--- src/rtl/ship_bullet_ctrl_pkg.sv ---
// rtl/ship_bullet_ctrl_pkg.sv - shared types and constants for the ship/bullet controller
// Purpose: heading enum, HID keycodes, screen limits, bullet slot record and a
//          modulo step helper used by the background scroll.
// Ports:   none (package).
package bosconian_pkg;

  typedef enum logic [1:0] {
    UP    = 2'd0,
    DOWN  = 2'd1,
    LEFT  = 2'd2,
    RIGHT = 2'd3
  } heading_t;

  localparam logic [7:0] KEY_UP    = 8'h1A;
  localparam logic [7:0] KEY_DOWN  = 8'h16;
  localparam logic [7:0] KEY_LEFT  = 8'h04;
  localparam logic [7:0] KEY_RIGHT = 8'h07;
  localparam logic [7:0] KEY_FIRE  = 8'h2C;

  localparam int SCREEN_W = 640;
  localparam int SCREEN_H = 480;
  localparam int LIFE_W   = 8;

  typedef struct packed {
    logic              active;
    logic [9:0]        x;
    logic [9:0]        y;
    heading_t          dir;
    logic [LIFE_W-1:0] life;
  } bullet_t;

  // One scroll step of 'step' pixels, wrapping modulo 'limit' in either direction.
  function automatic logic [9:0] wrap_step(input logic [9:0] pos, input logic [9:0] step,
                                           input logic up, input logic [10:0] limit);
    logic [10:0] r;
    if (up) begin
      r = {1'b0, pos} + {1'b0, step};
      if (r >= limit) r = r - limit;
    end else if (pos < step) begin
      r = {1'b0, pos} + limit - {1'b0, step};
    end else begin
      r = {1'b0, pos} - {1'b0, step};
    end
    return r[9:0];
  endfunction

endpackage

--- src/rtl/ship_bullet_ctrl_if.sv ---
// rtl/ship_bullet_ctrl_if.sv - signal bundle between the controller and its neighbours
// Purpose: groups keyboard/frame/raster inputs and ship/bullet outputs.
// Ports:   master drives keycode, frame_tick, DrawX, DrawY and observes the
//          controller outputs; slave is the controller side.
interface ship_bullet_ctrl_if;
  import bosconian_pkg::*;

  logic [7:0] keycode;
  logic       frame_tick;
  logic [9:0] DrawX;
  logic [9:0] DrawY;
  heading_t   heading;
  logic       moving;
  logic [9:0] scroll_x;
  logic [9:0] scroll_y;
  logic       shoot_bullet;
  logic       bullet_on;
  logic       fire_ack;

  modport master (
    output keycode, frame_tick, DrawX, DrawY,
    input  heading, moving, scroll_x, scroll_y, shoot_bullet, bullet_on, fire_ack
  );

  modport slave (
    input  keycode, frame_tick, DrawX, DrawY,
    output heading, moving, scroll_x, scroll_y, shoot_bullet, bullet_on, fire_ack
  );

endinterface

--- src/rtl/ship_bullet_ctrl_bullet_slot.sv ---
// rtl/ship_bullet_ctrl_bullet_slot.sv - one bullet: launch, per-frame motion, expiry, pixel hit
// Purpose: holds a single bullet_t; IDLE->ACTIVE on launch, ACTIVE->IDLE on
//          life expiry or leaving the screen.
// Ports:   sys_clk, reset_n (sync, active-low); launch_i, frame_tick_i,
//          launch_dir_i; draw_x_i/draw_y_i raster query; active_o, free_o
//          (idle now or retiring on this tick), hit_o (combinational pixel hit).
module bullet_slot
  import bosconian_pkg::*;
#(
  parameter int BULLET_SPEED = 4,
  parameter int BULLET_LIFE  = 64,
  parameter int BULLET_HALF  = 1,
  parameter int SHIP_X       = 320,
  parameter int SHIP_Y       = 240
) (
  input  logic       sys_clk,
  input  logic       reset_n,
  input  logic       launch_i,
  input  logic       frame_tick_i,
  input  heading_t   launch_dir_i,
  input  logic [9:0] draw_x_i,
  input  logic [9:0] draw_y_i,
  output logic       active_o,
  output logic       free_o,
  output logic       hit_o
);

  localparam logic signed [10:0] SPD   = 11'(BULLET_SPEED);
  localparam logic signed [10:0] HALF  = 11'(BULLET_HALF);
  localparam logic signed [10:0] LIM_X = 11'(SCREEN_W);
  localparam logic signed [10:0] LIM_Y = 11'(SCREEN_H);

  bullet_t            slot_q, slot_d;
  logic signed [10:0] nx, ny, dx, dy;
  logic [LIFE_W-1:0]  life_dec;
  logic               retire;

  always_ff @(posedge sys_clk) begin
    if (!reset_n) slot_q <= '0;
    else          slot_q <= slot_d;
  end

  always_comb begin
    nx = $signed({1'b0, slot_q.x});
    ny = $signed({1'b0, slot_q.y});
    case (slot_q.dir)
      UP:    ny = ny - SPD;
      DOWN:  ny = ny + SPD;
      LEFT:  nx = nx - SPD;
      RIGHT: nx = nx + SPD;
    endcase
    life_dec = slot_q.life - 1'b1;
    // Signed compare so a step past 0 reads as negative instead of wrapping.
    retire = slot_q.active && frame_tick_i &&
             ((life_dec == '0) || (nx < 0) || (nx >= LIM_X) || (ny < 0) || (ny >= LIM_Y));

    slot_d = slot_q;
    if (launch_i) begin
      slot_d.active = 1'b1;
      slot_d.x      = 10'(SHIP_X);
      slot_d.y      = 10'(SHIP_Y);
      slot_d.dir    = launch_dir_i;
      slot_d.life   = LIFE_W'(BULLET_LIFE);
    end else if (retire) begin
      slot_d.active = 1'b0;
    end else if (slot_q.active && frame_tick_i) begin
      slot_d.x    = nx[9:0];
      slot_d.y    = ny[9:0];
      slot_d.life = life_dec;
    end
  end

  always_comb begin
    dx    = $signed({1'b0, draw_x_i}) - $signed({1'b0, slot_q.x});
    dy    = $signed({1'b0, draw_y_i}) - $signed({1'b0, slot_q.y});
    hit_o = slot_q.active && (dx >= -HALF) && (dx <= HALF) && (dy >= -HALF) && (dy <= HALF);
  end

  assign active_o = slot_q.active;
  // A slot retiring on this tick may be reloaded on the same tick.
  assign free_o   = !slot_q.active || retire;

endmodule

--- src/rtl/ship_bullet_ctrl.sv ---
// rtl/ship_bullet_ctrl.sv - keyboard to ship heading, background scroll and bullet pool
// Purpose: key decode, fire edge/cooldown, scroll offsets, free-slot priority
//          launch, and OR-reduction of slot activity and pixel hits.
// Ports:   sys_clk, reset_n (sync, active-low); bus (slave): keycode,
//          frame_tick, DrawX, DrawY in; heading, moving, scroll_x, scroll_y,
//          shoot_bullet, bullet_on, fire_ack out.
module ship_bullet_ctrl
  import bosconian_pkg::*;
#(
  parameter int NUM_BULLETS   = 4,
  parameter int BULLET_SPEED  = 4,
  parameter int BULLET_LIFE   = 64,
  parameter int FIRE_COOLDOWN = 8,
  parameter int SCROLL_SPEED  = 1,
  parameter int BULLET_HALF   = 1,
  parameter int SHIP_X        = 320,
  parameter int SHIP_Y        = 240
) (
  input  logic              sys_clk,
  input  logic              reset_n,
  ship_bullet_ctrl_if.slave bus
);

  localparam logic [9:0] SCROLL_STEP = 10'(SCROLL_SPEED);

  heading_t         heading_q, heading_d;
  logic             moving_q, moving_d;
  logic             fire_prev_q, fire_pending_q, fire_pending_d;
  logic             fire_held, fire_edge;
  logic [7:0]       cooldown_q, cooldown_d;
  logic [9:0]       scroll_x_q, scroll_x_d, scroll_y_q, scroll_y_d;
  logic             shoot_q, bullet_on_q;
  logic             launch_ok, found;
  logic [NUM_BULLETS-1:0] slot_active, slot_free, slot_hit, launch_vec;

  always_ff @(posedge sys_clk) begin
    if (!reset_n) begin
      heading_q      <= UP;
      moving_q       <= 1'b0;
      fire_prev_q    <= 1'b0;
      fire_pending_q <= 1'b0;
      cooldown_q     <= '0;
      scroll_x_q     <= '0;
      scroll_y_q     <= '0;
      shoot_q        <= 1'b0;
      bullet_on_q    <= 1'b0;
    end else begin
      heading_q      <= heading_d;
      moving_q       <= moving_d;
      fire_prev_q    <= fire_held;
      fire_pending_q <= fire_pending_d;
      cooldown_q     <= cooldown_d;
      scroll_x_q     <= scroll_x_d;
      scroll_y_q     <= scroll_y_d;
      shoot_q        <= |slot_active;
      bullet_on_q    <= |slot_hit;
    end
  end

  always_comb begin
    heading_d = heading_q;
    moving_d  = 1'b0;
    case (bus.keycode)
      KEY_UP:    begin heading_d = UP;    moving_d = 1'b1; end
      KEY_DOWN:  begin heading_d = DOWN;  moving_d = 1'b1; end
      KEY_LEFT:  begin heading_d = LEFT;  moving_d = 1'b1; end
      KEY_RIGHT: begin heading_d = RIGHT; moving_d = 1'b1; end
      default:   ;
    endcase
  end

  // A fire edge seen on the tick cycle itself survives the clear and waits for the next tick.
  always_comb begin
    fire_held      = (bus.keycode == KEY_FIRE);
    fire_edge      = fire_held && !fire_prev_q;
    fire_pending_d = bus.frame_tick ? fire_edge : (fire_pending_q || fire_edge);
  end

  // Launch gating uses the cooldown value before this tick's decrement.
  always_comb begin
    launch_ok  = bus.frame_tick && fire_pending_q && (cooldown_q == '0) && (|slot_free);
    cooldown_d = cooldown_q;
    if (bus.frame_tick) begin
      if (launch_ok)              cooldown_d = 8'(FIRE_COOLDOWN);
      else if (cooldown_q != '0)  cooldown_d = cooldown_q - 1'b1;
    end
  end

  always_comb begin
    launch_vec = '0;
    found      = 1'b0;
    for (int i = 0; i < NUM_BULLETS; i++) begin
      if (slot_free[i] && !found) begin
        launch_vec[i] = launch_ok;
        found         = 1'b1;
      end
    end
  end

  // The world scrolls opposite to the ship's heading.
  always_comb begin
    scroll_x_d = scroll_x_q;
    scroll_y_d = scroll_y_q;
    if (bus.frame_tick && moving_q) begin
      case (heading_q)
        UP:    scroll_y_d = wrap_step(scroll_y_q, SCROLL_STEP, 1'b1, 11'(SCREEN_H));
        DOWN:  scroll_y_d = wrap_step(scroll_y_q, SCROLL_STEP, 1'b0, 11'(SCREEN_H));
        LEFT:  scroll_x_d = wrap_step(scroll_x_q, SCROLL_STEP, 1'b1, 11'(SCREEN_W));
        RIGHT: scroll_x_d = wrap_step(scroll_x_q, SCROLL_STEP, 1'b0, 11'(SCREEN_W));
      endcase
    end
  end

  for (genvar i = 0; i < NUM_BULLETS; i++) begin : g_slot
    bullet_slot #(
      .BULLET_SPEED (BULLET_SPEED),
      .BULLET_LIFE  (BULLET_LIFE),
      .BULLET_HALF  (BULLET_HALF),
      .SHIP_X       (SHIP_X),
      .SHIP_Y       (SHIP_Y)
    ) u_slot (
      .sys_clk      (sys_clk),
      .reset_n      (reset_n),
      .launch_i     (launch_vec[i]),
      .frame_tick_i (bus.frame_tick),
      .launch_dir_i (heading_q),
      .draw_x_i     (bus.DrawX),
      .draw_y_i     (bus.DrawY),
      .active_o     (slot_active[i]),
      .free_o       (slot_free[i]),
      .hit_o        (slot_hit[i])
    );
  end

  assign bus.heading      = heading_q;
  assign bus.moving       = moving_q;
  assign bus.scroll_x     = scroll_x_q;
  assign bus.scroll_y     = scroll_y_q;
  assign bus.shoot_bullet = shoot_q;
  assign bus.bullet_on    = bullet_on_q;
  assign bus.fire_ack     = launch_ok;

endmodule

--- src/flat_wrapper.sv ---
// flat-port wrapper written by rule: the top's interface ports become plain ports
module ship_bullet_ctrl_flat import bosconian_pkg::*;
#(
  parameter int NUM_BULLETS   = 4,
  parameter int BULLET_SPEED  = 4,
  parameter int BULLET_LIFE   = 64,
  parameter int FIRE_COOLDOWN = 8,
  parameter int SCROLL_SPEED  = 1,
  parameter int BULLET_HALF   = 1,
  parameter int SHIP_X        = 320,
  parameter int SHIP_Y        = 240
)
  (sys_clk, reset_n, bus_keycode, bus_frame_tick, bus_DrawX, bus_DrawY, bus_heading, bus_moving, bus_scroll_x, bus_scroll_y, bus_shoot_bullet, bus_bullet_on, bus_fire_ack);
  ship_bullet_ctrl_if bus_i ();
  input  logic sys_clk;
  input  logic reset_n;
  input wire logic [$bits(bus_i.keycode)-1:0] bus_keycode;
  input wire logic [$bits(bus_i.frame_tick)-1:0] bus_frame_tick;
  input wire logic [$bits(bus_i.DrawX)-1:0] bus_DrawX;
  input wire logic [$bits(bus_i.DrawY)-1:0] bus_DrawY;
  output wire logic [$bits(bus_i.heading)-1:0] bus_heading;
  output wire logic [$bits(bus_i.moving)-1:0] bus_moving;
  output wire logic [$bits(bus_i.scroll_x)-1:0] bus_scroll_x;
  output wire logic [$bits(bus_i.scroll_y)-1:0] bus_scroll_y;
  output wire logic [$bits(bus_i.shoot_bullet)-1:0] bus_shoot_bullet;
  output wire logic [$bits(bus_i.bullet_on)-1:0] bus_bullet_on;
  output wire logic [$bits(bus_i.fire_ack)-1:0] bus_fire_ack;
  assign bus_i.keycode = bus_keycode;
  assign bus_i.frame_tick = bus_frame_tick;
  assign bus_i.DrawX = bus_DrawX;
  assign bus_i.DrawY = bus_DrawY;
  assign bus_heading = bus_i.heading;
  assign bus_moving = bus_i.moving;
  assign bus_scroll_x = bus_i.scroll_x;
  assign bus_scroll_y = bus_i.scroll_y;
  assign bus_shoot_bullet = bus_i.shoot_bullet;
  assign bus_bullet_on = bus_i.bullet_on;
  assign bus_fire_ack = bus_i.fire_ack;
  ship_bullet_ctrl #(.NUM_BULLETS(NUM_BULLETS), .BULLET_SPEED(BULLET_SPEED), .BULLET_LIFE(BULLET_LIFE), .FIRE_COOLDOWN(FIRE_COOLDOWN), .SCROLL_SPEED(SCROLL_SPEED), .BULLET_HALF(BULLET_HALF), .SHIP_X(SHIP_X), .SHIP_Y(SHIP_Y)) u_core (.sys_clk(sys_clk), .reset_n(reset_n), .bus(bus_i));
endmodule
--- config.mk ---
export PLATFORM = sky130hd
export DESIGN_NAME = ship_bullet_ctrl_flat
export DESIGN_NICKNAME = d
export VERILOG_FILES = /design/src/rtl/ship_bullet_ctrl_pkg.sv /design/src/rtl/ship_bullet_ctrl_if.sv /design/src/rtl/ship_bullet_ctrl_bullet_slot.sv /design/src/rtl/ship_bullet_ctrl.sv /design/src/flat_wrapper.sv
export SDC_FILE = /design/constraint.sdc
export NUM_CORES = 1
export LEC_CHECK = 0
export BUFFER_PORTS_ARGS = -buffer_cell sky130_fd_sc_hd__buf_2
export CAP_MARGIN = 20
export CORE_ASPECT_RATIO = 0.7
export CORE_MARGIN = 2
export CORE_UTILIZATION = 45
export CTS_BUF_LIST = sky130_fd_sc_hd__clkbuf_8
export DETAILED_ROUTE_END_ITERATION = 16
export GPL_TIMING_DRIVEN = 0
export PLACE_DENSITY_LB_ADDON = 0.3
export SYNTH_ARGS = -nofsm -noshare
export SYNTH_HDL_FRONTEND = slang
export SYNTH_SLANG_ARGS = --single-unit
--- constraint.sdc ---
create_clock -name sys_clk -period 3.6 [get_ports sys_clk]
set_input_delay 0.36 -clock sys_clk [delete_from_list [all_inputs] [get_ports sys_clk]]
set_output_delay 0.36 -clock sys_clk [all_outputs]
set_load 0.02 [all_outputs]
# After elaboration in Yosys (flattened, before gate mapping)
# Index checks and enable logic that the tools add are counted.
# totals
reg_bits,159
in_bits,31
wordCells,302
# classes
add_sub_neg,39
magnitude_cmp,36
eq_ne,24
mux,54
bitwise,5
reduce_logical,103
# ops
op,n
$pmux W11 S2,8
$mux W20,8
$add A10 B3 Y11 const B,8
$ge A11 B1 Y1 const B,8
$le A11 B2 Y1 const B,8
$lt A11 B1 Y1 const B,8
$sub A10 B10 Y11,8
$sub A10 B3 Y11 const B,8
$mux W21,4
$mux W7,12
$ge A11 B10 Y1 const B,5
$ge A11 B11 Y1 const B,4
$logic_not A8 Y1,5
$mux W10,4
$pmux W10 S2,2
$sub A10 B1 Y10 const B,4
$sub A8 B1 Y8 const B,5
$logic_and A1 B1 Y1,32
$add A10 B1 Y11 const B,2
$reduce_and A2 Y1,11
$reduce_bool A2 Y1,11
$logic_or A1 B1 Y1,21
$eq A2 B2 Y1 const B,10
$lt A10 B1 Y1 const B,2
other kinds (20),63

# Depth between registers and ports, before layout
# logic_depth
ltp_word,21
depth_mapped,16
mapped_depth_nobuf,14

# Hierarchy
# From an unflattened synthesis, not the netlist that was laid out.
# unflattened
cells_unflattened,1783
area_unflattened_um2,14056.0
# modules_own_cells
mod,instances,cells_each,area_each_um2,seq_area_each_um2
bullet_slot (u_core.g_slot[0].u_slot ...),2,333,2651.3,540.5
ship_bullet_ctrl,1,390,3052.9,700.7
bullet_slot (u_core.g_slot[3].u_slot),1,366,2864.0,540.5
bullet_slot (u_core.g_slot[2].u_slot),1,361,2836.5,540.5

# Worst setup path after synthesis
# OpenSTA, ideal clock, no wires.
# synth_timing
path_kind,reg2reg
start,register u_core.g_slot[0].u_slot.slot_q[9] (netlist bit)
end,register u_core.cooldown_q[5]
setup_ns,0.070
t_arrival_ns,3.788
required_time_ns,3.530
slack_ns,-0.258
path_stages_with_launch,14
path_buffers,1
synth_period_minus_slack_ns,3.858
path_cell_list,dfxtp_1 > clkbuf_1 > nand2_1 > ha_1 > and3_1 > a41o_1 > or3b_1 > or4_1 > a32o_1 > a41oi_4 > nor2_2 > a31o_1 > or3_1 > a21oi_1
# synth_via
elab_chain_cells,13
word_cells_on_any_way,21
classes_between,4 x order compare; 3 x eq/ne; 3 x mux; 11 x reduce/logical
# synth_rtl
element,line_no,rtl
"start, declared",ship_bullet_ctrl_bullet_slot.sv:33,"bullet_t slot_q, slot_d;"
"start signal, assigned",ship_bullet_ctrl_bullet_slot.sv:40,else slot_q <= slot_d;
$eq A2 B2 Y1,ship_bullet_ctrl_bullet_slot.sv:46,case (slot_q.dir)
$pmux W11 S2,ship_bullet_ctrl_bullet_slot.sv:46,
$lt A11 B1 Y1,ship_bullet_ctrl_bullet_slot.sv:55,((life_dec == '0) || (nx < 0) || (nx >= LIM_X) || (ny < 0) || (ny >= LIM_Y));
$logic_or A1 B1 Y1 (3 in series),ship_bullet_ctrl_bullet_slot.sv:55,
$logic_or A1 B1 Y1 (*),ship_bullet_ctrl_bullet_slot.sv:55,
$logic_and A1 B1 Y1 (*),ship_bullet_ctrl_bullet_slot.sv:54,retire = slot_q.active && frame_tick_i &&
$logic_or A1 B1 Y1 (*),ship_bullet_ctrl_bullet_slot.sv:81,assign free_o = !slot_q.active || retire;
$reduce_or A4 Y1 (*),ship_bullet_ctrl.sv:81,launch_ok = bus.frame_tick && fire_pending_q && (cooldown_q == '0) && (|slot_free);
$logic_and A1 B1 Y1 (*),ship_bullet_ctrl.sv:81,
$reduce_bool A2 Y1 (no source line),-,
$reduce_and A2 Y1 (no source line),-,
"end signal, assigned",ship_bullet_ctrl.sv:52,cooldown_q <= cooldown_d;
"end, declared",ship_bullet_ctrl.sv:30,"logic [7:0] cooldown_q, cooldown_d;"
# Every way passes the cells marked *; elsewhere a longest branch is shown, timed or not.
# A chain may end at the register's enable or synchronous reset.

# Final worst setup path
# layout_timing
start,register u_core.g_slot[0].u_slot.slot_q[9] (netlist bit)
end,output bus_fire_ack
# layout_via
elab_chain_cells,11
word_cells_on_any_way,18
classes_between,4 x order compare; 3 x eq/ne; 2 x mux; 9 x reduce/logical
# layout_rtl
element,line_no,rtl
$eq A2 B2 Y1,ship_bullet_ctrl_bullet_slot.sv:46,
$pmux W11 S2,ship_bullet_ctrl_bullet_slot.sv:46,
$lt A11 B1 Y1,ship_bullet_ctrl_bullet_slot.sv:55,
$logic_or A1 B1 Y1 (3 in series),ship_bullet_ctrl_bullet_slot.sv:55,
$logic_or A1 B1 Y1 (*),ship_bullet_ctrl_bullet_slot.sv:55,
$logic_and A1 B1 Y1 (*),ship_bullet_ctrl_bullet_slot.sv:54,
$logic_or A1 B1 Y1 (*),ship_bullet_ctrl_bullet_slot.sv:81,
$reduce_or A4 Y1 (*),ship_bullet_ctrl.sv:81,
$logic_and A1 B1 Y1 (*),ship_bullet_ctrl.sv:81,
"end, declared",flat_wrapper.sv:27,output wire logic [$bits(bus_i.fire_ack)-1:0] bus_fire_ack;
# Marked as above.

==> impl_results.md <==
* Largest family of logic cells by synthesized area: simple AND/OR/NAND/NOR gates
* Drt drc at 0
* CP Class: reg -> out
* Largest cells by area after synthesis: dfxtp_1, ha_1, xnor2_1
* Share of the synthesized area in the top cell type at 22.4%
* CP required at 3.24 ns
* Aggregate routed wire length at between 30 and 40 mm
* GR Util met1 at roughly a third
* Post-synth EDFFs at 0
* Die height at 145 um
* CTS Sinks at 143
* Post-synthesis cell count at 1648
* Post-Synth Adder-Cell Area at about 16%
* Syn Area/Cell at around 7.7 um2
* # IOs at 57
* XOR/XNOR Fraction of Synth Area at 10.0%
* Worst path slowest cell: or4_4
* Final setup fails at 88
* Worst Skew at 0.0230 ns
* Achievable Freq at roughly 0.25 GHz
* # diodes at 0
* DP HPWL at 26.5 mm
* Crit path depth at 11
* Unique masters post-synth at 82
* CTS buffer count at 17
* Rows at 51
* Met2 Resource Use GR at 37.0%
* Yosys top cell by area: dfxtp_1
* Vias in the first global route at about 11000
* Cell with the most instances after synthesis: nor2_1
* Initial antenna violation count at 0
* CTS tree: built
* Total congestion overflow at 0
* Status: finished with violations
* Max cap viols at 0
* Fraction of layout cells with a size suffix above 1 at 21.6%
* Synth Area in Compound Gates at 20.0%
* Initial core utilization at a little under half
* Die width at 205 um
* Syn_nets at approximately 1800
* Initial drt markers at slightly above 1000
* Peak supply drop at 0.279 mV
* Min-Delay Path Class: in -> reg
* Core Area at 0.0279 mm2
* Final-report hold violation count at 0
* Post-layout min period at 4.00 ns
* Grt met3 use at 5.53%
* Port bufs at between 50 and 60
* CTS clk-pin slew, worst paths at 0.09 ns
* Final worst-path cycle share at 111%
* Gpl congestion at 0.862
* R2r worst-path depth at 17
* Fin util at 58.1%
* RSZ-0062 raised after global routing: true
* CP peak stage delay at 0.42 ns
* Failing checks: setup timing
* Place WS at -0.986 ns
* Drt pass-1 iters at 6
* Multi-input gate area at a little over 0.01 mm2
* H-tree Lvls at 4
* CP Capture Type: output port
* Register area share after synthesis at 22.4%
* Multiplexer area fraction after synthesis at between 3 and 4%
* Crit Path Max Fanout at 6
* CTS Root Cell: clkbuf_8
* Synth warn at 0
* Area grow syn2layout at 26.8%
* Final slew viol count at 0
* Simple-gate portion of the synthesized area at 22.9%
* Post-route ant nets at 0
* Critical Path Start Type: flop
* # fillers at 2353
* Async set-or-reset flop fraction in the synthesized netlist at 0%
* Worst-path cell chain: clkbuf_16 > nand2_8 > ha_4 > and3_4 > a41o_1 > or3b_4 > or4_4 > a32o_2 > a41oi_4 > o41a_1 > buf_6
* WL/cell at 17.9 um
* #FFs+latches synth at 143
* Hold Path Cell Cnt at 4
* Max Root-Sink Buffers at 2
* Worst slew pin tran at approximately 1.4 ns
* Drt via density at around 5.8
* Gr usage total at 24.8%
* Die area at 0.0298 mm2
* Setup ws final at -0.400 ns
* Delay-heaviest family, CP: compound AO/OA/AOI/OAI gates
* DR vias at 12800
* Buf+Inv Stages, Crit Path at 2
* Worst slew margin at 5.99%
* Nets at 2020
* Synth cell count leaders: nor2_1, a21oi_1, dfxtp_1
* P_leak at 6.26 nW
* Post-Syn Area at around 0.013 mm2
* Tot Pwr at 3.69 mW
* Register area at 0.00289 mm2
* Largest net degree at the start of global routing at 17
* Busiest grt layer: met2
* Clk_lat worst skew at about 0.5 ns
* Post-synth top flop: dfxtp_1
* Global-route wire length before repair at 58.8 mm
* Pwr dens at 228 mW/mm2
* CP arrival at roughly 3.6 ns
[worst min-delay path, stage by stage]
cell	delay, ns
buf_2	0.09
nor4b_1	0.06
nand3_1	0.07
a21oi_1	0.06
[path summary, 6_finish.rpt]
| check | to | from | slack, ns |
|---|---|---|---|
| setup / recovery | bus_fire_ack | u_core.g_slot[0].u_slot.slot_q[9] | -0.40 |
| hold / removal | u_core.bus.heading[0] | bus_keycode[6] | 0.16 |
| setup reg to reg | u_core.cooldown_q[5] | u_core.g_slot[0].u_slot.slot_q[9] | -0.37 |
| hold reg to reg | u_core.fire_pending_q | u_core.fire_prev_q | 0.47 |
[per-stage QoR]
| step | hold WS (ns) | cells | area [um2] | setup TNS, ns |
|---|---|---|---|---|
| 6_report | 0.163 | 2215 | 16200 | -19.79 |
| 5_1_grt | 0.172 | 2215 | 16200 | -26.70 |
| 4_1_cts | 0.126 | 2168 | 15000 | -1.43 |
| 3_5_place_dp | 0.460 | 2074 | 13600 | -69.16 |
| 3_3_place_gp | 0.448 | 2074 | 13600 | -65.11 |
| 2_1_floorplan | 0.437 | 1648 | 12800 | 0 |
[registers in the layout, indices dropped and copies added, names as in the netlist]
signal,flops
u_core.bus.moving,1
u_core.bus.bullet_on,1
u_core.g_slot.u_slot.active_o,4
u_core.bus.scroll_y,10
u_core.fire_prev_q,1
u_core.bus.shoot_bullet,1
u_core.g_slot.u_slot.slot_q,104
u_core.bus.heading,2
u_core.bus.scroll_x,10
u_core.fire_pending_q,1
u_core.cooldown_q,8
[cell usage in the layout, fill, tap and decap left out, drive strengths merged, types with 29 or more instances in the layout]
master	netlist	layout
nor2	194	194
buf	13	180
a21oi	145	145
dfxtp	143	143
ha	140	140
nand2	134	135
inv	121	121
xnor2	88	88
o21ai	72	72
xor2	58	58
clkbuf	38	56
nand3	43	43
mux2i	35	35
nor3	33	33
a21o	29	29
[per-layer routing]
layer  part of all wire [%]  routed length (um)
met2                     45               17700
met5                      0                   0
met4                    3.0                1190
met3                    6.5                2570
met1                     46               18100
[where the power goes]
group          switching, mW  total, mW  internal [mW]
registers             0.0359       1.65           1.61
logic                  0.371      0.640          0.269
clock network          0.678       1.41          0.730
total                   1.08       3.69           2.61
[timing repair]
| action | 4_1_cts | 5_1_grt |
|---|---|---|
| hold buffers | 0 | 0 |
| gates cloned | 2 | 3 |
| pin swaps | 29 | 66 |
| gates resized for setup | 123 | 191 |
| endpoints found under the setup margin | 115 | 105 |
| setup buffers | 66 | 48 |
[layout make-up]
class                      instances  area share, %
buffer                            48           1.85
clock buffer                      20           1.70
clock inverter                    10          0.857
inverter                         121           2.90
multi-input combinational       1334           63.9
sequential                       143           17.8
tap                              371           2.87
timing repair buffer             168           8.06
[cells by family after synthesis]
family,after synthesis
compound gates,397
fa+ha+maj,157
flops,143
buf+inv,172
simple gates,593
xor+xnor,146
mux,40
(Power assumes the default switching activity.)
